**config.mk**
```make
export PLATFORM = sky130hd
export DESIGN_NAME = stopwatch_ctrl
export DESIGN_NICKNAME = d
export VERILOG_FILES = /design/src/rtl/stopwatch_ctrl.sv
export SDC_FILE = /design/constraint.sdc
export NUM_CORES = 1
export LEC_CHECK = 0
export CAP_MARGIN = 10
export CELL_PAD_IN_SITES_DETAIL_PLACEMENT = 0
export CELL_PAD_IN_SITES_GLOBAL_PLACEMENT = 2
export CORE_MARGIN = 5
export CORE_UTILIZATION = 42
export CTS_BUF_LIST = sky130_fd_sc_hd__clkbuf_8
export DETAILED_ROUTE_END_ITERATION = 6
export PLACE_DENSITY_LB_ADDON = 0.1
export RECOVER_POWER = 50
export SLEW_MARGIN = 30
export SYNTH_ARGS = -nofsm -noshare
export SYNTH_HDL_FRONTEND = slang
export SYNTH_SLANG_ARGS = --single-unit
```
**constraint.sdc**
```tcl
create_clock -name clk -period 2.5 [get_ports clk]
set_clock_uncertainty 0.2 [all_clocks]
set_input_delay 0.25 -clock clk [delete_from_list [all_inputs] [get_ports clk]]
set_output_delay 0.25 -clock clk [all_outputs]
set_load 0.02 [all_outputs]
```
**src/rtl/stopwatch_ctrl.sv**
```systemverilog
// Stopwatch control sequencer on a single clock.
// Synchronises the raw inputs, debounces the buttons and runs the
// STOPPED/RUNNING/PAUSED/ADJUST state machine. It issues one-cycle count
// enables and clear pulses to the counter, and a blink gate for the display.
// Ports:
//   clk, reset_n            - system clock, asynchronous active-low reset
//   btn_pause, btn_clear    - raw active-high buttons (debounced internally)
//   sw_adj, sw_sel          - raw switches (synchronised only)
//   count_tick, count_clear - one-cycle enables to the counter
//   running, adjust, state  - registered state indications
//   select                  - synchronised sw_sel (0 = minutes, 1 = seconds)
//   blink_on                - display gate, 1 = digits visible
module stopwatch_ctrl #(
  parameter int unsigned TICK_1HZ_DIV = 100000000,
  parameter int unsigned TICK_2HZ_DIV = 50000000,
  parameter int unsigned DB_CYCLES    = 65535,
  parameter int unsigned BLINK_DIV    = 25000000
) (
  input  logic       clk,
  input  logic       reset_n,
  input  logic       btn_pause,
  input  logic       btn_clear,
  input  logic       sw_adj,
  input  logic       sw_sel,
  output logic       count_tick,
  output logic       count_clear,
  output logic       running,
  output logic       adjust,
  output logic       select,
  output logic       blink_on,
  output logic [1:0] state
);

  localparam int unsigned PW = (TICK_1HZ_DIV > 1) ? $clog2(TICK_1HZ_DIV) : 1;
  localparam int unsigned DW = (DB_CYCLES > 1) ? $clog2(DB_CYCLES) : 1;
  localparam int unsigned BW = (BLINK_DIV > 1) ? $clog2(BLINK_DIV) : 1;

  // Bit positions in the synchroniser vector
  localparam int unsigned I_PAUSE = 0;
  localparam int unsigned I_CLEAR = 1;
  localparam int unsigned I_ADJ   = 2;
  localparam int unsigned I_SEL   = 3;

  typedef enum logic [1:0] {
    ST_STOPPED = 2'b00,
    ST_RUNNING = 2'b01,
    ST_PAUSED  = 2'b10,
    ST_ADJUST  = 2'b11
  } state_t;

  logic [3:0]          r_sync1;
  logic [3:0]          r_sync2;
  logic [1:0][DW-1:0]  r_db_cnt;
  logic [1:0]          r_db_lvl;
  logic [1:0]          r_press;
  state_t              r_state;
  logic [PW-1:0]       r_presc;
  logic [BW-1:0]       r_blink_cnt;

  state_t              w_state_nxt;
  logic                w_clr_press;
  logic                w_pause_press;
  logic                w_adj;
  logic                w_adj_edge;
  logic                w_presc_zero;
  logic                w_presc_run;
  logic [PW-1:0]       w_presc_limit;

  // Two-flop synchroniser for every raw input
  always_ff @(posedge clk or negedge reset_n) begin
    if (!reset_n) begin
      r_sync1 <= '0;
      r_sync2 <= '0;
    end else begin
      r_sync1 <= {sw_sel, sw_adj, btn_clear, btn_pause};
      r_sync2 <= r_sync1;
    end
  end

  // Button debounce: level flips after DB_CYCLES consecutive differing samples
  always_ff @(posedge clk or negedge reset_n) begin
    if (!reset_n) begin
      r_db_cnt <= '0;
      r_db_lvl <= '0;
      r_press  <= '0;
    end else begin
      for (int i = 0; i < 2; i++) begin
        r_press[i] <= 1'b0;
        if (r_sync2[i] == r_db_lvl[i]) begin
          r_db_cnt[i] <= '0;
        end else if (r_db_cnt[i] == DW'(DB_CYCLES - 1)) begin
          r_db_cnt[i] <= '0;
          r_db_lvl[i] <= r_sync2[i];
          r_press[i]  <= r_sync2[i];  // rising edge only; release is silent
        end else begin
          r_db_cnt[i] <= r_db_cnt[i] + DW'(1);
        end
      end
    end
  end

  assign w_pause_press = r_press[I_PAUSE];
  assign w_clr_press   = r_press[I_CLEAR];
  assign w_adj         = r_sync2[I_ADJ];

  // Next state: clear beats the adjust level, which beats pause
  always_comb begin
    w_state_nxt = r_state;
    if (w_clr_press) begin
      w_state_nxt = w_adj ? ST_ADJUST : ST_STOPPED;
    end else if (w_adj) begin
      w_state_nxt = ST_ADJUST;
    end else begin
      case (r_state)
        ST_STOPPED: if (w_pause_press) w_state_nxt = ST_RUNNING;
        ST_RUNNING: if (w_pause_press) w_state_nxt = ST_PAUSED;
        ST_PAUSED:  if (w_pause_press) w_state_nxt = ST_RUNNING;
        ST_ADJUST:  w_state_nxt = ST_PAUSED;
        default:    w_state_nxt = ST_STOPPED;
      endcase
    end
  end

  // Prescaler control; PAUSED neither counts nor clears, keeping the fraction
  assign w_adj_edge    = (r_state == ST_ADJUST) != (w_state_nxt == ST_ADJUST);
  assign w_presc_zero  = w_clr_press || w_adj_edge || (w_state_nxt == ST_STOPPED);
  assign w_presc_run   = (r_state == ST_RUNNING) || (r_state == ST_ADJUST);
  assign w_presc_limit = (r_state == ST_ADJUST) ? PW'(TICK_2HZ_DIV - 1)
                                                : PW'(TICK_1HZ_DIV - 1);

  // State register with registered outputs, prescaler and blink generator
  always_ff @(posedge clk or negedge reset_n) begin
    if (!reset_n) begin
      r_state     <= ST_STOPPED;
      r_presc     <= '0;
      r_blink_cnt <= '0;
      count_tick  <= 1'b0;
      count_clear <= 1'b0;
      running     <= 1'b0;
      adjust      <= 1'b0;
      blink_on    <= 1'b1;
    end else begin
      r_state     <= w_state_nxt;
      running     <= (w_state_nxt == ST_RUNNING);
      adjust      <= (w_state_nxt == ST_ADJUST);
      count_clear <= w_clr_press;
      count_tick  <= 1'b0;

      if (w_presc_zero) begin
        r_presc <= '0;
      end else if (w_presc_run) begin
        if (r_presc == w_presc_limit) begin
          r_presc    <= '0;
          count_tick <= 1'b1;
        end else begin
          r_presc <= r_presc + PW'(1);
        end
      end

      // Blink restarts visible on every ADJUST entry
      if ((w_state_nxt != ST_ADJUST) || w_adj_edge) begin
        r_blink_cnt <= '0;
        blink_on    <= 1'b1;
      end else if (r_blink_cnt == BW'(BLINK_DIV - 1)) begin
        r_blink_cnt <= '0;
        blink_on    <= ~blink_on;
      end else begin
        r_blink_cnt <= r_blink_cnt + BW'(1);
      end
    end
  end

  assign state  = r_state;
  assign select = r_sync2[I_SEL];

endmodule

```
Word level (Yosys, flattened, before mapping)
Cells that the tools add are included.
Word-level totals
  flip-flop bits (word level): 103
  input port bits: 6
  output and inout port bits: 8
  logic and storage cells: 71
Cells by class
  add/sub/neg operators: 4
  eq/ne operators: 13
  multiplexer cells: 25
  bitwise gates (word level): 3
  reductions and logical operators: 11
Operator list (number)
  27-bit two-way mux: 4
  16-bit two-way mux: 4
  25-bit two-way mux: 2
  16-bit by 1-bit adder with 16-bit output, second input constant: 2
  16-bit == test, second input constant: 2
  27-bit by 1-bit adder with 27-bit output, second input constant: 1
  27-bit == test: 1
  25-bit by 1-bit adder with 25-bit output, second input constant: 1
  25-bit == test, second input constant: 1
  2-bit two-way mux: 5
  1-bit two-way mux: 9
  2-bit == test, second input constant: 3
  2-bit one-hot mux with 3 select lines: 1
  2-bit by 1-bit == test with 1-bit output, second input constant: 2
  2-bit zero test: 2
  1-bit logical OR: 4
  2-bit AND reduction: 2
  2-bit nonzero test: 2
  1-bit NOT: 3
  1-bit == test: 2
  2-bit inequality test, second input constant: 1
  2-bit OR reduction: 1
  1-bit inequality test: 1

Logic depth before layout (Yosys ltp)
  depth in word-level cells: 10
  gate-level depth with buffers: 9
  depth with buffers taken out: 7

Worst setup path before layout
No wires, ideal clock.
  path kind: reg2reg
  start point: register r_state[0] (netlist: state[0])
  end point: register r_presc[24]
  setup time: 0.119 ns
  arrival time: 1.880 ns
  data required time: 2.181 ns
  slack: 0.301 ns
  stages on the path, launching flop included: 10
  buffers on the path: 2
  period minus slack after synthesis: 2.199 ns
  cell sequence: dfrtp_1 buf_2 and2_1 ha_1 nor3_1 and2_1 buf_6 nor4b_4 xnor2_1 nor2_2
Between the ends
  cells in the longest elaborated chain, start to end: 10
  elaborated cells between the ends (all ways): 22
  classes of those cells: eq/ne: 6; mux: 9; reduce/logical: 7
RTL lines
  from (decl): RTL line 56  | state_t r_state;
  from (signal assigned): RTL line 143  | r_state <= w_state_nxt;
  2-bit == test / 2-bit zero test (equally long branches): RTL line 114  | case (r_state)
  2-bit OR reduction (no line)
  2-bit one-hot mux with 3 select lines: RTL line 114
  2-bit two-way mux: RTL line 111  | end else if (w_adj) begin
  2-bit two-way mux: RTL line 109  | if (w_clr_press) begin
  2-bit == test: RTL line 125  | assign w_adj_edge = (r_state == ST_ADJUST) != (w_state_nxt == ST_ADJUST);
  1-bit inequality test: RTL line 125
  1-bit logical OR (2 in series): RTL line 126  | assign w_presc_zero = w_clr_press || w_adj_edge || (w_state_nxt == ST_STOPPED);
  27-bit two-way mux / 2-bit nonzero test (equally long branches)
  to (signal assigned): RTL line 156  | r_presc <= r_presc + PW'(1);
  to (decl): RTL line 57  | logic [PW-1:0] r_presc;
Parallel ways exist; a longest one is shown, timed or not. The select of a mux whose other input is x is not followed.
A chain may end at the register's enable or synchronous reset.

Worst setup path after layout
  start point: register r_state[1] (netlist: state[1])
  end point: register r_presc[18]
The elaborated chain is that of the path after synthesis.

==> impl_metrics.env <==
export IMPL_outcome="finished, final reports clean"
export IMPL_cts_setup_buffers=0
export IMPL_port_buffers=13
export IMPL_die_w_um=119
export IMPL_ir_drop_mv=0.564
export IMPL_netlist_area_mm2=0.00495
export IMPL_layout_drive_gt1_share_pct=7.60
export IMPL_ant_nets=0
export IMPL_r2r_cells=7
export IMPL_synth_main_ff_cell="dfrtp_1"
export IMPL_worstSetupPathType="flip-flop to flip-flop"
export IMPL_async_flop_share_pct=100
export IMPL_drv_cap=0
export IMPL_clk_root_buffer_cell="clkbuf_8"
export IMPL_setup_worst_path_start="state[1]"
export IMPL_synthesis_nets=493
export IMPL_start_util_pct=43.2
export IMPL_crit_path_end_kind="flip-flop"
export IMPL_regToRegEndpoint="r_presc[18]"
export IMPL_arrival_ns=2.32
export IMPL_grt_pass1_vias=3223
export IMPL_clock_path_buffers=2
export IMPL_cts_sinks=103
export IMPL_rows=39
export IMPL_firstDrtPassIters=6
export IMPL_final_max_slew_violation_count=0
export IMPL_cts_tree="built"
export IMPL_worstHoldPathCells=0
export IMPL_hpwl_um=6120
export IMPL_layout_nets=510
export IMPL_die_h_um=119
export IMPL_n_antenna_cell=0
export IMPL_numCtsBuffers=9
export IMPL_hp_class="flip-flop to flip-flop"
export IMPL_fill_cells=1077
export IMPL_yosysSeqAreaShare_pct=52.1
export IMPL_grt_usage_pct=14.2
export IMPL_cp_max_fo=6
export IMPL_clk_pin_slew_ns=0.09
export IMPL_yosysTopAreaCell="dfrtp_1"
export IMPL_hold_end="r_sync2[2]"
export IMPL_overflow=0
export IMPL_synth_top_cell_area_share_pct=51.6
export IMPL_die_area_mm2=0.0141
export IMPL_yosys_warnings=0
export IMPL_maxSlewHeadroom_pct=5.13
export IMPL_clock_latency_ns=0.37
export IMPL_drc=0
export IMPL_core_area_mm2=0.0115
export IMPL_htreeDepth=3
export IMPL_ioPinCount=14
export IMPL_synth_edf_count=0
export IMPL_powerDensity_mw_per_mm2=532
export IMPL_reg2reg_setup_slack_ns=0.24
export IMPL_ys_top_cells_by_count="dfrtp_1 (102), nor2_1 (100), xor2_1 (53)"
export IMPL_leakagePower_nw=2.24
export IMPL_grt_max_degree=104
export IMPL_max_freq_mhz=442
export IMPL_totalWireLength_um=9300
export IMPL_dp_cells=628
export IMPL_vias=3302
export IMPL_syn_to_final_growth_pct=9.05
export IMPL_setup_viol=0
export IMPL_finalHoldViolations=0
export IMPL_worstPathRequired_ns=2.56
export IMPL_via_per_inst=5.14
export IMPL_routabilityCongestion=0.755
export IMPL_drt_iter0_markers=201
export IMPL_synth_most_common_cell="dfrtp_1"
export IMPL_netlist_top_cells_area="dfrtp_1 (52%), xor2_1 (9.4%), nor2_1 (7.6%)"
export IMPL_rr_startpoint="state[1]"
export IMPL_period_minus_slack_ns=2.26
export IMPL_antenna_found_initial=0
export IMPL_synth_avg_cell_area_um2=10.3
export IMPL_wire_per_inst_um=14.5
export IMPL_place_area_mm2=0.00521
export IMPL_cp_start_kind="flip-flop"
export IMPL_synth_seq_cells=103
export IMPL_p_total_mw=2.87
export IMPL_holdCritStartpoint="r_sync1[2]"
export IMPL_synthCells=480
export IMPL_rsz0062_at_grt="no"
export IMPL_instances_no_fill=643
export IMPL_synth_cell_types=43
export IMPL_period_share_pct=90.4
export IMPL_tightest_slew_ns=1.42
export IMPL_fin_area_mm2=0.00540
export IMPL_grt_first_pass_wirelength_um=16500
registers in the layout (all words and copies together), names as in the netlist:
name,count
r_press,2
running,1
r_sync2,4
state,2
r_blink_cnt,25
r_db_cnt,32
count_tick,1
r_db_lvl,2
r_presc,27
adjust,1
blink_on,1
r_sync1,4
count_clear,1
power by group:
group	internal [mW]	leakage [nW]	total (mW)	switching, mW
sequential	1.69	1.40	1.71	0.0201
combinational	0.0446	0.750	0.139	0.0943
clock	0.456	0.0951	1.02	0.569
area by class of cell:
| class | instances | area [um^2] | area share (%) |
|---|---|---|---|
| multi-input combinational | 356 | 2240 | 41.5 |
| clock inverter | 5 | 61.3 | 1.14 |
| timing repair buffer | 19 | 184 | 3.41 |
| tap | 143 | 179 | 3.31 |
| clock buffer | 9 | 124 | 2.29 |
| sequential | 103 | 2580 | 47.8 |
| inverter | 8 | 30.0 | 0.556 |
cell families after synthesis:
group / share of synthesized area (%)
muxes: 0.657
AOI/OAI and AO/OA: 1.59
buffers and inverters: 2.73
DFF: 52.1
and+or+nand+nor: 27.2
xor gates and xnor gates: 14.0
adders and majority gates: 1.77
stage by stage:
stage | worst slack (ns) | util [%] | setup TNS, ns | hold slack (ns)
6_report | 0.239 | 47.1 | 0 | 0.159
3_3_place_gp | 0.110 | 45.5 | 0 | 0.132
2_1_floorplan | 0.301 | - | 0 | -0.246
5_1_grt | 0.0165 | 47.1 | 0 | 0.167
3_5_place_dp | -0.107 | 45.5 | -0.421 | 0.139
4_1_cts | 0.141 | 47.2 | 0 | 0.0773
layer usage:
layer  share of wire, %  global-route usage [%]
met5                  0                       0
met4               0.99                    3.40
met3                3.5                    5.06
met2                 46                    21.4
met1                 49                    19.8
critical path, cell delays in order, from the launching register on:
cell,delay [ns]
dfrtp_1,0.43
and2_1,0.19
ha_1,0.30
nor3_1,0.07
a21oi_1,0.54
nand4_1,0.19
xor2_1,0.17
nor2_1,0.05
placed cells by master, fill, tap and decap left out, types with 4 or more instances in the layout:
cell type	n
and4_1	8
dlygate4sd3_1	5
xnor2_1	26
a21oi_1	4
nor3_1	12
and2_1	4
xor2_1	53
nand4_1	24
clkbuf_8	9
inv_1	8
nor2_1	100
nand2_1	35
ha_1	7
nand3_1	33
clkdlybuf4s50_1	8
dfrtp_1	102
and3_1	11
worst max-delay path by stage:
stage                  endpoint
floorplan           r_presc[24]
global placement    r_presc[25]
detailed placement  r_presc[25]
CTS                  r_presc[2]
global route        r_presc[18]
finish              r_presc[18]
what timing repair did:
action | in CTS | in global routing
resized for setup | 1 | 1
hold buffers | 1 | 0
hold endpoints to repair | 102 | 0
endpoints found under the setup margin | 11 | 4
Power figures use the tool's default switching activity.
